`config.mk`:
```
export PLATFORM = sky130hd
export DESIGN_NAME = inst_prefetch_buffer
export DESIGN_NICKNAME = d
export VERILOG_FILES = /design/src/rtl/inst_prefetch_buffer.sv
export SDC_FILE = /design/constraint.sdc
export NUM_CORES = 1
export LEC_CHECK = 0
export ABC_CLOCK_PERIOD_IN_PS = 4200
export CAP_MARGIN = 20
export CORE_ASPECT_RATIO = 1.5
export CORE_MARGIN = 2
export CORE_UTILIZATION = 42
export DETAILED_ROUTE_END_ITERATION = 12
export PLACE_DENSITY = 0.59
export SLEW_MARGIN = 25
export SYNTH_ARGS = -nofsm -noshare
export SYNTH_HDL_FRONTEND = slang
export SYNTH_SLANG_ARGS = --single-unit
```
`constraint.sdc`:
```
create_clock -name clk -period 4.2 [get_ports clk]
set_clock_uncertainty 0.2 [all_clocks]
set_input_delay 1.26 -clock clk [delete_from_list [all_inputs] [get_ports clk]]
set_output_delay 1.26 -clock clk [all_outputs]
set_load 0.02 [all_outputs]
```
`src/rtl/inst_prefetch_buffer.sv`:
```
// Instruction prefetch queue feeding the IF/ID register.
// Issues sequential word fetches and tolerates variable in-order response latency.
// Buffers up to DEPTH {pc, instruction} pairs for a valid/ready consumer.
// A redirect flushes the queue; responses still in flight at that point are dropped.
module inst_prefetch_buffer #(
  parameter int unsigned     XLEN     = 64,
  parameter int unsigned     IW       = 32,
  parameter int unsigned     DEPTH    = 4,
  parameter logic [XLEN-1:0] RESET_PC = '0
) (
  input  logic            clk,
  input  logic            rst,
  output logic            imem_req_valid,
  input  logic            imem_req_ready,
  output logic [XLEN-1:0] imem_req_addr,
  input  logic            imem_rsp_valid,
  input  logic [IW-1:0]   imem_rsp_data,
  input  logic            redirect,
  input  logic [XLEN-1:0] redirect_pc,
  output logic            out_valid,
  input  logic            out_ready,
  output logic [IW-1:0]   ir_out,
  output logic [XLEN-1:0] pc_out,
  output logic            err
);

  localparam int unsigned AW = $clog2(DEPTH);
  localparam int unsigned CW = $clog2(DEPTH) + 1;

  localparam logic [CW-1:0] DEPTH_C = CW'(DEPTH);
  localparam logic [CW:0]   DEPTH_X = (CW+1)'(DEPTH);
  localparam logic [CW-1:0] ONE_C   = CW'(1);
  localparam logic [AW-1:0] ONE_P   = AW'(1);

  localparam logic [1:0] BOOT  = 2'd0;
  localparam logic [1:0] RUN   = 2'd1;
  localparam logic [1:0] DRAIN = 2'd2;

  logic [1:0]      state_q, state_d;
  logic [XLEN-1:0] fetch_pc_q, fetch_pc_d;
  logic [CW-1:0]   count_q, count_d;
  logic [CW-1:0]   inflight_q, inflight_d;
  logic [CW-1:0]   drop_q, drop_d;
  logic [AW-1:0]   head_q, head_d;
  logic [AW-1:0]   tail_q, tail_d;
  logic [AW-1:0]   tag_wr_q, tag_rd_q;
  logic            err_q;

  logic [IW-1:0]   ir_mem_q  [DEPTH];
  logic [XLEN-1:0] pc_mem_q  [DEPTH];
  logic [XLEN-1:0] tag_mem_q [DEPTH];

  logic            rsp_ok;
  logic            rsp_bad;
  logic            rsp_keep;
  logic            req_fire;
  logic            pop;
  logic [CW:0]     occ;

  // Handshake qualifiers and the issue rule (entries already queued or still owed).
  always_comb begin
    rsp_ok   = imem_rsp_valid & (inflight_q != '0);
    rsp_bad  = imem_rsp_valid & (inflight_q == '0);
    // drop never exceeds inflight, so this cannot underflow
    occ      = {1'b0, count_q} + {1'b0, inflight_q} - {1'b0, drop_q};
    imem_req_valid = (state_q != BOOT) & ~redirect & (inflight_q < DEPTH_C) & (occ < DEPTH_X);
    imem_req_addr  = fetch_pc_q;
    req_fire = imem_req_valid & imem_req_ready;
    // data arriving in a redirect cycle or while draining is stale
    rsp_keep = rsp_ok & ~redirect & (drop_q == '0);
    pop      = (count_q != '0) & out_ready & ~redirect;
  end

  // Next-state for counters, pointers, fetch PC and FSM; redirect overrides everything.
  always_comb begin
    state_d    = state_q;
    fetch_pc_d = fetch_pc_q;
    count_d    = count_q;
    inflight_d = inflight_q;
    drop_d     = drop_q;
    head_d     = head_q;
    tail_d     = tail_q;

    if (req_fire) inflight_d = inflight_d + ONE_C;
    if (rsp_ok)   inflight_d = inflight_d - ONE_C;

    if (redirect) begin
      fetch_pc_d = redirect_pc & ~XLEN'(3);
      count_d    = '0;
      head_d     = '0;
      tail_d     = '0;
      // no request issues in a redirect cycle, so only the response can retire one
      drop_d     = rsp_ok ? (inflight_q - ONE_C) : inflight_q;
    end else begin
      if (req_fire) fetch_pc_d = fetch_pc_q + XLEN'(4);
      if (rsp_ok && (drop_q != '0)) drop_d = drop_q - ONE_C;
      if (rsp_keep) begin
        count_d = count_d + ONE_C;
        tail_d  = tail_q + ONE_P;
      end
      if (pop) begin
        count_d = count_d - ONE_C;
        head_d  = head_q + ONE_P;
      end
    end

    unique case (state_q)
      BOOT:        state_d = RUN;
      RUN, DRAIN:  state_d = (drop_d != '0) ? DRAIN : RUN;
      default:     state_d = BOOT;
    endcase
  end

  // Control state registers.
  always_ff @(posedge clk or negedge rst) begin
    if (!rst) begin
      state_q    <= BOOT;
      fetch_pc_q <= RESET_PC;
      count_q    <= '0;
      inflight_q <= '0;
      drop_q     <= '0;
      head_q     <= '0;
      tail_q     <= '0;
      err_q      <= 1'b0;
    end else begin
      state_q    <= state_d;
      fetch_pc_q <= fetch_pc_d;
      count_q    <= count_d;
      inflight_q <= inflight_d;
      drop_q     <= drop_d;
      head_q     <= head_d;
      tail_q     <= tail_d;
      if (rsp_bad) err_q <= 1'b1;
    end
  end

  // PC tag FIFO: one entry per accepted request, consumed by its response.
  // Pointers survive a redirect so stale responses still retire their own tags.
  always_ff @(posedge clk or negedge rst) begin
    if (!rst) begin
      tag_wr_q <= '0;
      tag_rd_q <= '0;
      for (int i = 0; i < DEPTH; i++) tag_mem_q[i] <= '0;
    end else begin
      if (req_fire) begin
        tag_mem_q[tag_wr_q] <= fetch_pc_q;
        tag_wr_q            <= tag_wr_q + ONE_P;
      end
      if (rsp_ok) tag_rd_q <= tag_rd_q + ONE_P;
    end
  end

  // Instruction queue storage; head entry drives the outputs directly.
  always_ff @(posedge clk or negedge rst) begin
    if (!rst) begin
      for (int i = 0; i < DEPTH; i++) begin
        ir_mem_q[i] <= '0;
        pc_mem_q[i] <= '0;
      end
    end else if (rsp_keep) begin
      ir_mem_q[tail_q] <= imem_rsp_data;
      pc_mem_q[tail_q] <= tag_mem_q[tag_rd_q];
    end
  end

  // Registered outputs from queue head.
  always_comb begin
    out_valid = (count_q != '0);
    ir_out    = ir_mem_q[head_q];
    pc_out    = pc_mem_q[head_q];
    err       = err_q;
  end

  // Occupancy invariants guaranteed by the issue rule.
  a_count_max : assert property (@(posedge clk) disable iff (!rst) count_q <= DEPTH_C);
  a_infl_max  : assert property (@(posedge clk) disable iff (!rst) inflight_q <= DEPTH_C);
  a_drop_max  : assert property (@(posedge clk) disable iff (!rst) drop_q <= inflight_q);
  a_no_ovf    : assert property (@(posedge clk) disable iff (!rst)
                                 !(rsp_keep && !pop && count_q == DEPTH_C));

endmodule

```
==> run_results.csv <==
group,metric,value,unit
global_routing,antenna_found_initial,15,
worst_hold_path,hold_depth,1,
clock_network,htree_levels,3,
clock_network,cts.clk_slew.worst_paths,60,ps
yosys,synthFlopType,"dfrtp_1",
drt,vias,19500,
setup_path,required,2740,ps
global_routing,grt_pass1_vias,21500,
yosys,synthAdderAreaFrac,0.0103,
placed_design,place.port_buffers,258,
yosys,avgSynthCellArea,14.9,um^2
status,status,"completed",
setup_path,timing.critical_path.buf_inv,3,
setup_path,cp_slowest_cell,"fa_1",
yosys,synthArstFlopShare,1.00,
power,p_leak,18.0,nW
drt,drt_iter0_drc,1129,
global_routing,grt_pass1_wl,132000,um
power,peakVddDrop,0.000373,V
yosys,synth_top_family_by_area,"multiplexers",
run,drv_cap,0,
placed_design,dpl_cell_area,36400,um^2
sta,relSlewSlack,0.356,
sta,rsz0062_at_grt,"yes",
final_layout,drive_gt1_frac,0.415,
clock_network,tritoncts,"built",
setup_path,critPathTopFamily,"adder cells",
setup_path,rrSetupSlack,460,ps
setup_path,path_common_cell,"nor4_4",
die,chipHeight,342,um
power,p_per_area,606,nW/um^2
global_routing,overflow,0,
global_routing,grt_start_max_net_pins,78,
worst_hold_path,hp-start,"err",
yosys,synth_area_leader_cell,"dfrtp_1",
yosys,ys_ff_latch,706,
yosys,syn-instance-count,2138,
setup_path,reg2reg_depth,11,
die,dieArea,78400,um^2
yosys,synth_top_area_frac,0.553,
drt,wl_per_cell,24.5,um
clock_network,clock_latency,620,ps
placed_design,dp_hpwl,57300,um
die,die_w,229,um
sta,fin_crit_sh,0.998,
final_layout,final_cell_area,38900,um^2
drt,drtAntennaViolNets,0,
yosys,synthSimpleGateAreaFrac,0.0437,
sta,setup_tns,0,ps
sta,finalSetupViolations,0,
setup_path,worstPathCellList,"inv_2 -> fa_1 -> inv_1 -> ha_1 -> and3b_2 -> nor4_4 -> nor2_2 -> nor4_4 -> buf_4",
setup_path,startpoint_type,"flop",
yosys,netlist_top_cells_area,"dfrtp_1, mux2_2, mux4_2",
sta,tightest_slew,957,ps
sta,layout_min_cycle_time,4190,ps
setup_path,slowest_delay,530,ps
final_layout,area_growth_syn_to_layout,21.8,%
worst_hold_path,worst_hold_path_type,"flop to flop",
sta,drv_slew,0,
die,std_cell_rows,123,
yosys,synthMuxAreaShare,0.332,
sta,fin_ws,8.79,ps
setup_path,worstSetupPathType,"flop to output pin",
final_layout,nets,2536,
yosys,yosysWarnings,0,
yosys,syn_area,32000,um^2
clock_network,clock_sinks,706,
setup_path,r2r_start,"count_q[1]",
sta,fmax,0.239,GHz
drt,wl,84800,um
final_layout,fin_cells,3468,
sta,holdWs,284,ps
yosys,synth_edf_count,0,
yosys,synth_xor_area_frac,0.00932,
clock_network,cts_root_buf,"clkbuf_16",
sta,final_hold_viol_count,0,
clock_network,ctsLongestPathBuffers,3,
yosys,synth_compound_area_frac,0.0282,
setup_path,arrival,2730,ps
yosys,synth_cell_types,64,
clock_network,numCtsBuffers,72,
drt,drc,0,
die,coreArea,75100,um^2
setup_path,worst_setup_path_end_kind,"output pin",
placed_design,place_congestion,0.810,
die,start_util,0.426,
placed_design,dp_slack,37.2,ps
setup_path,rr_endpoint,"imem_req_addr[18]",
worst_hold_path,min_to,"err",
clock_network,cts_hold_buf,0,
placed_design,dp_cells,3333,
global_routing,grt_usage,0.220,
yosys,ys_seq_area_frac,0.553,
drt,dr.pass1.iters,5,
setup_path,crit_fanout,4,
setup_path,startpoint,"count_q[1]",
drt,via_per_inst,5.63,
die,io_pins,265,
registers in the layout, indices dropped and copies added, names as in the netlist:
name and count:
tail_q 2, tag_wr_q 2, state_q 2, imem_req_addr 62, ir_mem_q 128, count_q 3, tag_rd_q 2, pc_mem_q 248
inflight_q 3, head_q 2, drop_q 3, err 1, tag_mem_q 248
cell type report:
cell class / count / area (um^2)
Antenna cell: 2 / 5.00
Clock buffer: 106 / 2180
Multi-Input combinational cell: 1249 / 13600
Fill cell: 6390 / 36200
Clock inverter: 25 / 270
Timing Repair Buffer: 356 / 3810
Inverter: 24 / 90.1
Tap cell: 1000 / 1250
Sequential cell: 706 / 17700
layout by cell type (no fill, tap or decap), types with 14 or more instances in the layout:
master	Yosys	layout
a31oi_1	34	34
buf_12	0	33
buf_4	5	61
clkbuf_16	0	75
clkbuf_8	0	19
clkdlybuf4s50_1	0	246
clkinv_2	0	14
dfrtp_1	706	702
ha_1	23	23
inv_1	23	21
mux2_2	620	620
mux4_2	156	156
nand2_1	64	56
nand3_1	33	33
nand4_1	24	24
nor2_1	47	46
o21ai_0	32	32
o31ai_1	16	16
or3_1	19	19
or4_1	23	23
xnor2_1	22	22
what timing repair did:
action | in CTS | in global routing
pin swaps | 1 | 0
resized for setup | 14 | 9
setup buffers | 1 | 0
endpoints found under the setup margin | 47 | 7
cloned | 1 | 0
logic make-up after synthesis:
logic type | Yosys count
mux | 788
flops | 706
other cells | 1
buf+inv | 186
fa+ha+maj | 25
compound gates | 136
xor+xnor | 34
simple gates | 262
per-layer routing:
metal | part of all wire | routed length (um) | vias to the layer above | GRT usage
met5 | 0.0021 | 176 | - | 0
met4 | 0.019 | 1570 | 26 | 0.0563
met3 | 0.053 | 4530 | 127 | 0.0518
met2 | 0.51 | 43200 | 429 | 0.385
met1 | 0.42 | 35300 | 10400 | 0.275
li1 | - | - | 8533 | -
worst max path at each step:
stage,depth (start not counted),endpoint,slack [ps]
after detailed placement,9,imem_req_valid,40
after global placement,9,imem_req_valid,30
after global routing,9,imem_req_valid,-170
after floorplan,10,imem_req_valid,110
after CTS,9,imem_req_valid,-70
final,9,imem_req_valid,9
report_power, final:
group | internal (mW) | switching (mW)
combinational | 3.90 | 3.66
sequential | 8.32 | 1.08
clock | 3.92 | 2.72
total | 16.1 | 7.45
worst register-to-register path, stage by stage, from the launching register on:
cell and delay (ps):
dfrtp_1 370, inv_2 50, fa_1 530, inv_1 40
ha_1 270, and3b_2 250, or4_1 590, buf_4 250
a2111oi_1 530, buf_4 220, xor2_1 60, mux2_2 260
per-stage QoR:
step	utilization	power, mW
2_1_floorplan	-	14.0
3_3_place_gp	0.485	16.8
3_5_place_dp	0.485	17.1
4_1_cts	0.518	23.9
5_1_grt	0.518	24.8
6_report	0.518	23.6
cell usage after synthesis (8+ instances only):
cell type  number
ha_1           23
or3_1          19
mux4_2        156
clkbuf_1      119
and3_1          9
o31ai_1        16
buf_1          20
xnor2_1        22
nand3_1        33
a21oi_1         8
mux2_2        620
nor3_1          8
nand4_1        24
xor2_1         12
o21ai_0        32
buf_2          16
dfrtp_1       706
inv_1          23
nand2_1        64
or4_1          23
nor2_1         47
a31oi_1        34
Note: power is estimated with default switching activity, not from simulation.
